## src/rtl/map_tile_store_if.sv

```systemverilog
// Request/response bundle between the game/display initiators
// and the maze tile store.
interface map_tile_store_if;
  logic [4:0] map_x;
  logic [4:0] map_y;
  logic [2:0] spriteIn;
  logic       readWrite;
  logic       reload;
  logic [2:0] spriteOut;
  logic       ready;
  logic [9:0] pellets_left;
  logic       level_clear;

  modport master (
    output map_x, map_y, spriteIn,
    output readWrite, reload,
    input  spriteOut, ready,
    input  pellets_left, level_clear
  );

  modport slave (
    input  map_x, map_y, spriteIn,
    input  readWrite, reload,
    output spriteOut, ready,
    output pellets_left, level_clear
  );
endinterface

```

## src/rtl/map_tile_store.sv

```systemverilog
// Maze tile store: builds the 32x24 maze, serves tile reads and
// writes, and keeps a running count of pellets left.
module map_tile_store #(
  parameter int MAP_W   = 32,
  parameter int MAP_H   = 24,
  parameter int START_X = 2,
  parameter int START_Y = 1
) (
  input logic clk,
  input logic reset,
  map_tile_store_if.slave bus
);

  localparam int LP_DEPTH = 32 * MAP_H;

  localparam logic [4:0] LP_XMAX = 5'(MAP_W - 1);
  localparam logic [4:0] LP_YMAX = 5'(MAP_H - 1);
  localparam logic [4:0] LP_XPP  = 5'(MAP_W - 2);
  localparam logic [4:0] LP_YPP  = 5'(MAP_H - 2);
  localparam logic [4:0] LP_SX   = 5'(START_X);
  localparam logic [4:0] LP_SY   = 5'(START_Y);

  localparam logic [2:0] T_EMPTY = 3'b000;
  localparam logic [2:0] T_PEL   = 3'b001;
  localparam logic [2:0] T_POW   = 3'b010;
  localparam logic [2:0] T_BLUE  = 3'b011;
  localparam logic [2:0] T_GREY  = 3'b100;

  typedef enum logic {
    S_INIT,
    S_RUN
  } state_t;

  state_t     r_state, w_state_nx;
  logic [4:0] r_gx, w_gx_nx;
  logic [4:0] r_gy, w_gy_nx;
  logic [9:0] r_cnt, w_cnt_nx;
  logic [2:0] r_out, w_out_nx;

  logic [2:0] r_mem [LP_DEPTH];

  logic [2:0] w_gen;
  logic [9:0] w_raddr;
  logic       w_inr;
  logic [2:0] w_old;
  logic       w_we;
  logic [9:0] w_waddr;
  logic [2:0] w_wdata;
  logic       w_ready;

  function automatic logic is_pel(input logic [2:0] v);
    return (v == T_PEL) || (v == T_POW);
  endfunction

  assign w_raddr = {bus.map_y, bus.map_x};
  assign w_inr   = (bus.map_y <= LP_YMAX);
  assign w_old   = w_inr ? r_mem[w_raddr] : T_GREY;

  // Maze rule for the cell under the build cursor
  always_comb begin
    w_gen = T_PEL;
    if (r_gx == 5'd0 || r_gx == LP_XMAX ||
        r_gy == 5'd0 || r_gy == LP_YMAX)
      w_gen = T_GREY;
    else if ((r_gx == 5'd1 || r_gx == LP_XPP) &&
             (r_gy == 5'd1 || r_gy == LP_YPP))
      w_gen = T_POW;
    else if (r_gx == LP_SX && r_gy == LP_SY)
      w_gen = T_EMPTY;
    else if (r_gx[1:0] == 2'd2 && r_gy[1:0] == 2'd2)
      w_gen = T_BLUE;
  end

  // Next state, build cursor, pellet count and write port
  always_comb begin
    w_state_nx = r_state;
    w_gx_nx    = r_gx;
    w_gy_nx    = r_gy;
    w_cnt_nx   = r_cnt;
    w_out_nx   = T_GREY;
    w_we       = 1'b0;
    w_waddr    = {r_gy, r_gx};
    w_wdata    = w_gen;
    unique case (r_state)
      S_INIT: begin
        w_we = 1'b1;
        if (is_pel(w_gen))
          w_cnt_nx = r_cnt + 10'd1;
        if (r_gx == LP_XMAX) begin
          w_gx_nx = 5'd0;
          if (r_gy == LP_YMAX) begin
            w_gy_nx    = 5'd0;
            w_state_nx = S_RUN;
          end else begin
            w_gy_nx = r_gy + 5'd1;
          end
        end else begin
          w_gx_nx = r_gx + 5'd1;
        end
      end
      S_RUN: begin
        w_out_nx = w_old;
        if (bus.reload) begin
          w_state_nx = S_INIT;
          w_gx_nx    = 5'd0;
          w_gy_nx    = 5'd0;
          w_cnt_nx   = 10'd0;
        end else if (bus.readWrite && w_inr) begin
          w_we    = 1'b1;
          w_waddr = w_raddr;
          w_wdata = bus.spriteIn;
          if (is_pel(w_old) && !is_pel(bus.spriteIn))
            w_cnt_nx = r_cnt - 10'd1;
          else if (!is_pel(w_old) && is_pel(bus.spriteIn))
            w_cnt_nx = r_cnt + 10'd1;
        end
      end
      default: w_state_nx = S_INIT;
    endcase
  end

  // State, cursor, count and read-data registers
  always_ff @(posedge clk) begin
    if (reset) begin
      r_state <= S_INIT;
      r_gx    <= 5'd0;
      r_gy    <= 5'd0;
      r_cnt   <= 10'd0;
      r_out   <= T_GREY;
    end else begin
      r_state <= w_state_nx;
      r_gx    <= w_gx_nx;
      r_gy    <= w_gy_nx;
      r_cnt   <= w_cnt_nx;
      r_out   <= w_out_nx;
    end
  end

  // Tile array write port; reads are asynchronous
  always_ff @(posedge clk) begin
    if (!reset && w_we)
      r_mem[w_waddr] <= w_wdata;
  end

  assign w_ready          = (r_state == S_RUN);
  assign bus.ready        = w_ready;
  assign bus.spriteOut    = r_out;
  assign bus.pellets_left = r_cnt;
  assign bus.level_clear  = w_ready && (r_cnt == 10'd0);

endmodule

```

## src/flat_wrapper.sv

```systemverilog
// flat-port wrapper written by rule: the top's interface ports become plain ports
module map_tile_store_flat 
#(
  parameter int MAP_W   = 32,
  parameter int MAP_H   = 24,
  parameter int START_X = 2,
  parameter int START_Y = 1
)
  (clk, reset, bus_map_x, bus_map_y, bus_spriteIn, bus_readWrite, bus_reload, bus_spriteOut, bus_ready, bus_pellets_left, bus_level_clear);
  map_tile_store_if bus_i ();
  input logic clk;
  input logic reset;
  input wire logic [$bits(bus_i.map_x)-1:0] bus_map_x;
  input wire logic [$bits(bus_i.map_y)-1:0] bus_map_y;
  input wire logic [$bits(bus_i.spriteIn)-1:0] bus_spriteIn;
  input wire logic [$bits(bus_i.readWrite)-1:0] bus_readWrite;
  input wire logic [$bits(bus_i.reload)-1:0] bus_reload;
  output wire logic [$bits(bus_i.spriteOut)-1:0] bus_spriteOut;
  output wire logic [$bits(bus_i.ready)-1:0] bus_ready;
  output wire logic [$bits(bus_i.pellets_left)-1:0] bus_pellets_left;
  output wire logic [$bits(bus_i.level_clear)-1:0] bus_level_clear;
  assign bus_i.map_x = bus_map_x;
  assign bus_i.map_y = bus_map_y;
  assign bus_i.spriteIn = bus_spriteIn;
  assign bus_i.readWrite = bus_readWrite;
  assign bus_i.reload = bus_reload;
  assign bus_spriteOut = bus_i.spriteOut;
  assign bus_ready = bus_i.ready;
  assign bus_pellets_left = bus_i.pellets_left;
  assign bus_level_clear = bus_i.level_clear;
  map_tile_store #(.MAP_W(MAP_W), .MAP_H(MAP_H), .START_X(START_X), .START_Y(START_Y)) u_core (.clk(clk), .reset(reset), .bus(bus_i));
endmodule
```

## config.mk

```make
export PLATFORM = sky130hd
export DESIGN_NAME = map_tile_store_flat
export DESIGN_NICKNAME = d
export VERILOG_FILES = /design/src/rtl/map_tile_store_if.sv /design/src/rtl/map_tile_store.sv /design/src/flat_wrapper.sv
export SDC_FILE = /design/constraint.sdc
export NUM_CORES = 2
export LEC_CHECK = 0
export ABC_AREA = 0
export CORE_MARGIN = 1.5
export CORE_UTILIZATION = 49
export DETAILED_ROUTE_END_ITERATION = 10
export PLACE_DENSITY = 0.61
export SYNTH_ARGS = -nofsm -noshare
export SYNTH_HDL_FRONTEND = slang
export SYNTH_SLANG_ARGS = --single-unit
```

## constraint.sdc

```tcl
create_clock -name clk -period 55.9 [get_ports clk]
set_clock_uncertainty 0.2 [all_clocks]
set_input_delay 5.59 -clock clk [delete_from_list [all_inputs] [get_ports clk]]
set_output_delay 5.59 -clock clk [all_outputs]
set_load 0.005 [all_outputs]
```

# Yosys cells after proc, flatten, opt, wreduce, memory -nomap -nowiden
# Memory sizes are Yosys's and may differ from the RTL's.
# Index checks and enable logic that the tools add are counted.
dict set report classes {
  add_sub_neg 4
  n_lt_le_gt_ge 1
  n_eq_ne 20
  n_mux 32
  n_bitwise 1
  n_reduce_logical 25
}
# operator n
set op_table {}
lappend op_table {{10-bit 2-to-1 mux} 8}
lappend op_table {{3-bit 2-to-1 mux} 7}
lappend op_table {{5-bit equality test (second input constant)} 4}
lappend op_table {{5-bit 2-to-1 mux} 4}
lappend op_table {{10-bit one-hot mux with 2 select lines} 1}
lappend op_table {{5-bit one-hot mux with 2 select lines} 2}
lappend op_table {{10-bit by 1-bit adder with 10-bit output (second input constant)} 1}
lappend op_table {{5-bit by 1-bit adder with 5-bit output (second input constant)} 2}
lappend op_table {{5-bit by 1-bit equality test with 1-bit output (second input constant)} 2}
lappend op_table {{10-bit zero test} 1}
lappend op_table {{5-bit zero test} 2}
lappend op_table {{10-bit by 1-bit subtractor with 10-bit output (second input constant)} 1}
lappend op_table {{3-bit by 1-bit equality test with 1-bit output (second input constant)} 3}
lappend op_table {{3-bit by 2-bit equality test with 1-bit output (second input constant)} 3}
lappend op_table {{1-bit logical AND} 8}
lappend op_table {{1-bit logical OR} 8}
lappend op_table {{1-bit 2-to-1 mux} 7}
lappend op_table {{5-bit by 2-bit equality test with 1-bit output (second input constant)} 1}
lappend op_table {{5-bit <= comparator (second input constant)} 1}
lappend op_table {{2-bit equality test (second input constant)} 2}
lappend op_table {{2-bit by 1-bit inequality test with 1-bit output (second input constant)} 2}
lappend op_table {{4-bit inequality test (second input constant)} 1}
lappend op_table {{1-bit one-hot mux with 2 select lines} 2}
lappend op_table {{1-bit zero test} 3}
lappend op_table {{7 further kinds} 7}
dict set report totals {
  regBits 24
  ramBits 2304
  n_memories 1
}
# memory depth word_bits read_ports rd_ports_with_merged_regs write_ports line
set memory_table {}
lappend memory_table {u_core.r_mem 768 3 1 0 1 map_tile_store.sv:40} ;# logic [2:0] r_mem [LP_DEPTH];

# Logic depth before layout (Yosys ltp)
dict set report logic_depth {
  word_depth 11
  depth_mapped 19
}

# Least setup slack after synthesis
# OpenSTA, ideal clock, no wires.
dict set report synth_path {
  path_type {input-to-reg}
  from {input port bus_map_y[3]}
  to {memory u_core.r_mem[0][0], data pin}
  arrival_time_ns 37.524
  setup_slack_ns 11.900
  cell_stages 7
  path_cell_list {clkbuf_1 nand2_1 and2_1 nand2_1 clkbuf_1 nand2_1 o31ai_1}
}
dict set report synth_between {
  elab_chain_len 5
}
# item line
set synth_lines {}
lappend synth_lines {{start: declaration} flat_wrapper.sv:14} ;# input wire logic [$bits(bus_i.map_y)-1:0] bus_map_y;
lappend synth_lines {{5-bit <= comparator} map_tile_store.sv:56} ;# assign w_inr = (bus.map_y <= LP_YMAX);
lappend synth_lines {{1-bit logical AND} map_tile_store.sv:108} ;# end else if (bus.readWrite && w_inr) begin
lappend synth_lines {{3-bit 2-to-1 mux} map_tile_store.sv:108}
lappend synth_lines {{3-bit 2-to-1 mux} map_tile_store.sv:103} ;# if (bus.reload) begin
lappend synth_lines {{3-bit 2-to-1 mux} map_tile_store.sv:84} ;# unique case (r_state)
lappend synth_lines {{net u_core.w_wdata[0]} map_tile_store.sv:48} ;# logic [2:0] w_wdata;
lappend synth_lines {{end: declaration} map_tile_store.sv:40}
# The timed path passes the listed nets, and every way through them passes these cells.

# Final worst setup path
dict set report layout_path {
  from {input port bus_map_x[0]}
  to {register u_core.r_cnt[9], in the netlist u_core.bus.pellets_left[9]}
}
dict set report layout_between {
  elab_chain_len 9
  elab_cells_between_ends 14
  cone_classes {3 x eq/ne; 5 x mux; 5 x reduce/logical; 1 x memory}
}
# item line
set layout_lines {}
lappend layout_lines {{start: declaration} flat_wrapper.sv:13} ;# input wire logic [$bits(bus_i.map_x)-1:0] bus_map_x;
lappend layout_lines {{memory read 768 x 3 bit *} -}
lappend layout_lines {{3-bit 2-to-1 mux *} map_tile_store.sv:57} ;# assign w_old = w_inr ? r_mem[w_raddr] : T_GREY;
lappend layout_lines {{3-bit by 1-bit equality test with 1-bit output / 3-bit by 2-bit equality test with 1-bit output (equally long branches)} map_tile_store.sv:52} ;# return (v == T_PEL) || (v == T_POW);
lappend layout_lines {{1-bit logical OR *} map_tile_store.sv:52}
lappend layout_lines {{1-bit logical AND} map_tile_store.sv:112} ;# if (is_pel(w_old) && !is_pel(bus.spriteIn))
lappend layout_lines {{10-bit 2-to-1 mux} map_tile_store.sv:112}
lappend layout_lines {{10-bit 2-to-1 mux} map_tile_store.sv:108}
lappend layout_lines {{10-bit 2-to-1 mux} map_tile_store.sv:103}
lappend layout_lines {{10-bit one-hot mux with 2 select lines} map_tile_store.sv:84}
lappend layout_lines {{end signal: assignment} map_tile_store.sv:134} ;# r_cnt <= w_cnt_nx;
lappend layout_lines {{end: declaration} map_tile_store.sv:37} ;# logic [9:0] r_cnt, w_cnt_nx;
# Mark *: on every way between the ends. The rest lies on a longest branch, timed or not. The select of a mux whose other input is x is not followed.
# A chain may end at the register's enable or synchronous reset.

==> metrics.cfg <==
[worst_setup_path]
slowest_stage=buf_4
crit_family=buffers and inverters
critPathCaptureType=register
crit_type=in2reg
startpoint_type=input pin
cpPeakStageDelay_ns=0.74
worstPathRequired_ns=56.44
cpMostUsedCell=buf_4
crit_fanout=60
path_buf_inv=5
arrival_ns=13.36
path_cells=buf_8 -> buf_4 -> buf_4 -> buf_4 -> buf_4 -> mux4_2 -> mux4_2 -> mux4_2 -> a2bb2oi_1 -> a211oi_1 -> a31o_2 -> a21oi_1 -> o31ai_4 -> a211oi_1 -> a2111oi_1

[cells_and_area]
final_cells=7744
syn_to_final_growth_pct=11.1
drive_above_1_share=0.227
fin_area_um2=105000
num-nets-final=5062

[logic_synthesis]
synth-warning-count=0
synth-async-reset-ratio=0
netlist-cell-type-count=83
synth-seq-cells=2328
synth.avg_cell_area_um2=18.9
yosysSeqAreaShare=0.738
synth_top_flop_cell=edfxtp_1
synth_edf_count=2304
synth_nets=5020
syn_inst=4991
synth_area_um2=94400

[power]
power_density_nw_per_um2=34.4
p_leak_uw=0.0313
power_frac_comb=0.040
power_frac_clock=0.436
pwr-share-seq=0.524
swShare=0.208
power.internal_uw=2860
ir_worst_vdd_v=0.0000317
p_switching_uw=748

[die]
die-height_um=442
initial_utilization=0.495
core_area_um2=191000
die_w_um=442
io_pins=32
die_area_um2=195000
std_cell_rows=160

[status]
status=finished clean

[timing]
tightest_slew_ns=1.35
fin_setup_tns_ns=0
hold_viol=0
period_needed_ns=12.83
max-slew-margin-rel=0.100
whs_ns=0.338
min_period_over_period=0.229
rsz0062_at_grt=false
setup_viol_count_final=0
drv_slew=0
setup_slack_ns=43.07
fmax_mhz=78.0

[clock_network]
cts.sinks=2328
cts_tree=done
clock_latency_ns=0.87
post_cts_resized=0
cts_buffer_depth=3
cts_buffers=229
postCtsHoldBufs=0
root_buffer=clkbuf_16
postCtsSetupBuffers=0
path_clk_slew_ns=0.07
htreeDepth=4

[grt]
grt_pass1_vias=49200
antenna_found_initial=8
grt_max_degree=250
gr-usage-all-layers=0.264
grt_pass1_wl_um=368000
grt-ovfl-total=0

[route]
dr.first_iter.drc_count=6361
vias=49500
routedWlPerCell_um=33.4
firstDrtPassIters=6
vias_per_cell=6.39
drcViolationCount=0
wl_um=258000
antenna_left=0

[job]
cap_violations=0

[placement]
pre_cts_slack_ns=42.09
placed_cells=7313
hpwl_um=147000
routabilityCongestion=0.836
place_area_um2=97200
portBuffers=31

[min_path]
hold_path.class=reg2reg

[cell families (layout without fill, tap and decap cells)]
logic type | after synthesis | after routing | share of synthesized area
compound gates | 309 | 309 | 0.0237
xor+xnor | 3 | 3 | 0.000358
fa+ha+maj | 12 | 12 | 0.00159
buf+inv | 379 | 618 | 0.0218
flops | 2328 | 2328 | 0.738
mux | 769 | 769 | 0.162
other cells | 0 | 3 | 0
simple gates | 1191 | 1191 | 0.0519
[cell usage after synthesis (all sizes together), types with 9 or more instances]
cell	count	area [µm²]
a2111oi	14	138
a211oi	13	97.6
a21oi	43	215
a221oi	17	149
a22oi	49	373
a31oi	15	93.8
a32oi	9	78.8
and2	17	109
and3	13	81.3
buf	166	1260
clkbuf	190	713
dfxtp	24	480
edfxtp	2304	69200
ha	12	150
inv	20	75.1
mux2	41	462
mux2i	122	1220
mux4	606	13600
nand2	166	623
nand2b	18	113
nand3	52	260
nand4	16	100
nor2	820	3080
nor2b	23	144
nor3	37	185
o211ai	9	72.6
o21ai	48	240
o22ai	27	169
o31ai	11	101
[registers in the layout, indices dropped and copies added, names as in the netlist]
name	flops
u_core.r_gy	5
u_core.bus.spriteOut	3
u_core.bus.ready	1
u_core.r_gx	5
u_core.r_mem	2304
u_core.bus.pellets_left	10
[path summary, 6_finish.rpt]
check,cells after the start,end,startpoint,slack [ns]
max,15,u_core.bus.pellets_left[9]$_SDFFE_PP0P_,bus_map_x[0],43.07
min,2,u_core.bus.pellets_left[9]$_SDFFE_PP0P_,u_core.bus.pellets_left[9]$_SDFFE_PP0P_,0.34
max reg2reg,9,u_core.r_mem[204][2]$_DFFE_PP_,u_core.bus.ready$_SDFF_PP0_,49.40
min reg2reg,2,u_core.bus.pellets_left[9]$_SDFFE_PP0P_,u_core.bus.pellets_left[9]$_SDFFE_PP0P_,0.34
[power groups by stage]
stage | clock network (µW) | logic (µW) | registers, µW
2_1_floorplan | 0 | 95.5 | 1930
3_3_place_gp | 0 | 143 | 1930
3_5_place_dp | 0 | 143 | 1930
4_1_cts | 1590 | 143 | 1890
5_1_grt | 1660 | 148 | 1890
6_report | 1570 | 143 | 1890
[per-stage QoR]
step | total power [µW] | utilization
final | 3600 | 0.549
after CTS | 3620 | 0.549
after detailed placement | 2070 | 0.509
after global placement | 2070 | 0.509
after floorplan | 2020 | -
after global routing | 3690 | 0.549
[area by class of cell]
cell class / instances / area (µm²)
fillers: 14500 / 86000
diodes: 3 / 7.51
clock inverters: 158 / 1660
flip-flops and latches: 2328 / 69700
multi-input cells: 2284 / 22900
well taps: 2511 / 3140
repair buffers: 167 / 1430
inverters: 23 / 93.8
clock buffers: 270 / 5970
[layout by cell type (no fill, tap or decap), types with 10 or more instances in the layout]
| master | Yosys | routed |
|---|---|---|
| inv_1 | 20 | 18 |
| nand4_1 | 16 | 16 |
| a221oi_1 | 17 | 17 |
| buf_4 | 25 | 130 |
| clkinv_1 | 3 | 62 |
| nor2_1 | 820 | 815 |
| nand2_2 | 0 | 18 |
| nor3_1 | 37 | 37 |
| clkinv_2 | 0 | 41 |
| nand2_1 | 166 | 148 |
| a21oi_1 | 43 | 43 |
| a2111oi_0 | 10 | 10 |
| nand3_1 | 52 | 41 |
| mux2_2 | 40 | 40 |
| clkbuf_16 | 0 | 233 |
| edfxtp_1 | 2304 | 2304 |
| nand2b_1 | 18 | 18 |
| a22oi_1 | 48 | 48 |
| mux2i_1 | 122 | 122 |
| mux4_2 | 606 | 606 |
| and2_1 | 13 | 13 |
| and3_1 | 13 | 13 |
| bufinv_16 | 0 | 33 |
| clkinvlp_4 | 0 | 12 |
| clkbuf_1 | 190 | 37 |
| o21ai_0 | 45 | 44 |
| dfxtp_1 | 24 | 24 |
| nand3_2 | 0 | 10 |
| o22ai_1 | 27 | 27 |
| clkdlybuf4s50_1 | 0 | 25 |
| a31oi_1 | 15 | 15 |
| ha_1 | 12 | 12 |
| a211oi_1 | 13 | 13 |
| nor2b_1 | 23 | 19 |
[worst register-to-register path, cell delays in order (launching register included)]
cell      delay, ns
dfxtp_1        0.30
buf_4          0.32
inv_1          0.33
nor2_1         0.58
nand2_1        0.60
nand2b_1       0.35
o21a_4         0.64
buf_12         0.80
buf_4          1.00
buf_4          0.98
[metal layers]
layer,vias up,global-route usage,share of wire
li1,20200,-,-
met1,26500,0.383,0.41
met2,2441,0.412,0.47
met3,390,0.0482,0.089
met4,2,0.0808,0.031
met5,-,0,0.000050
No activity file was read; power rests on OpenSTA's default activity.
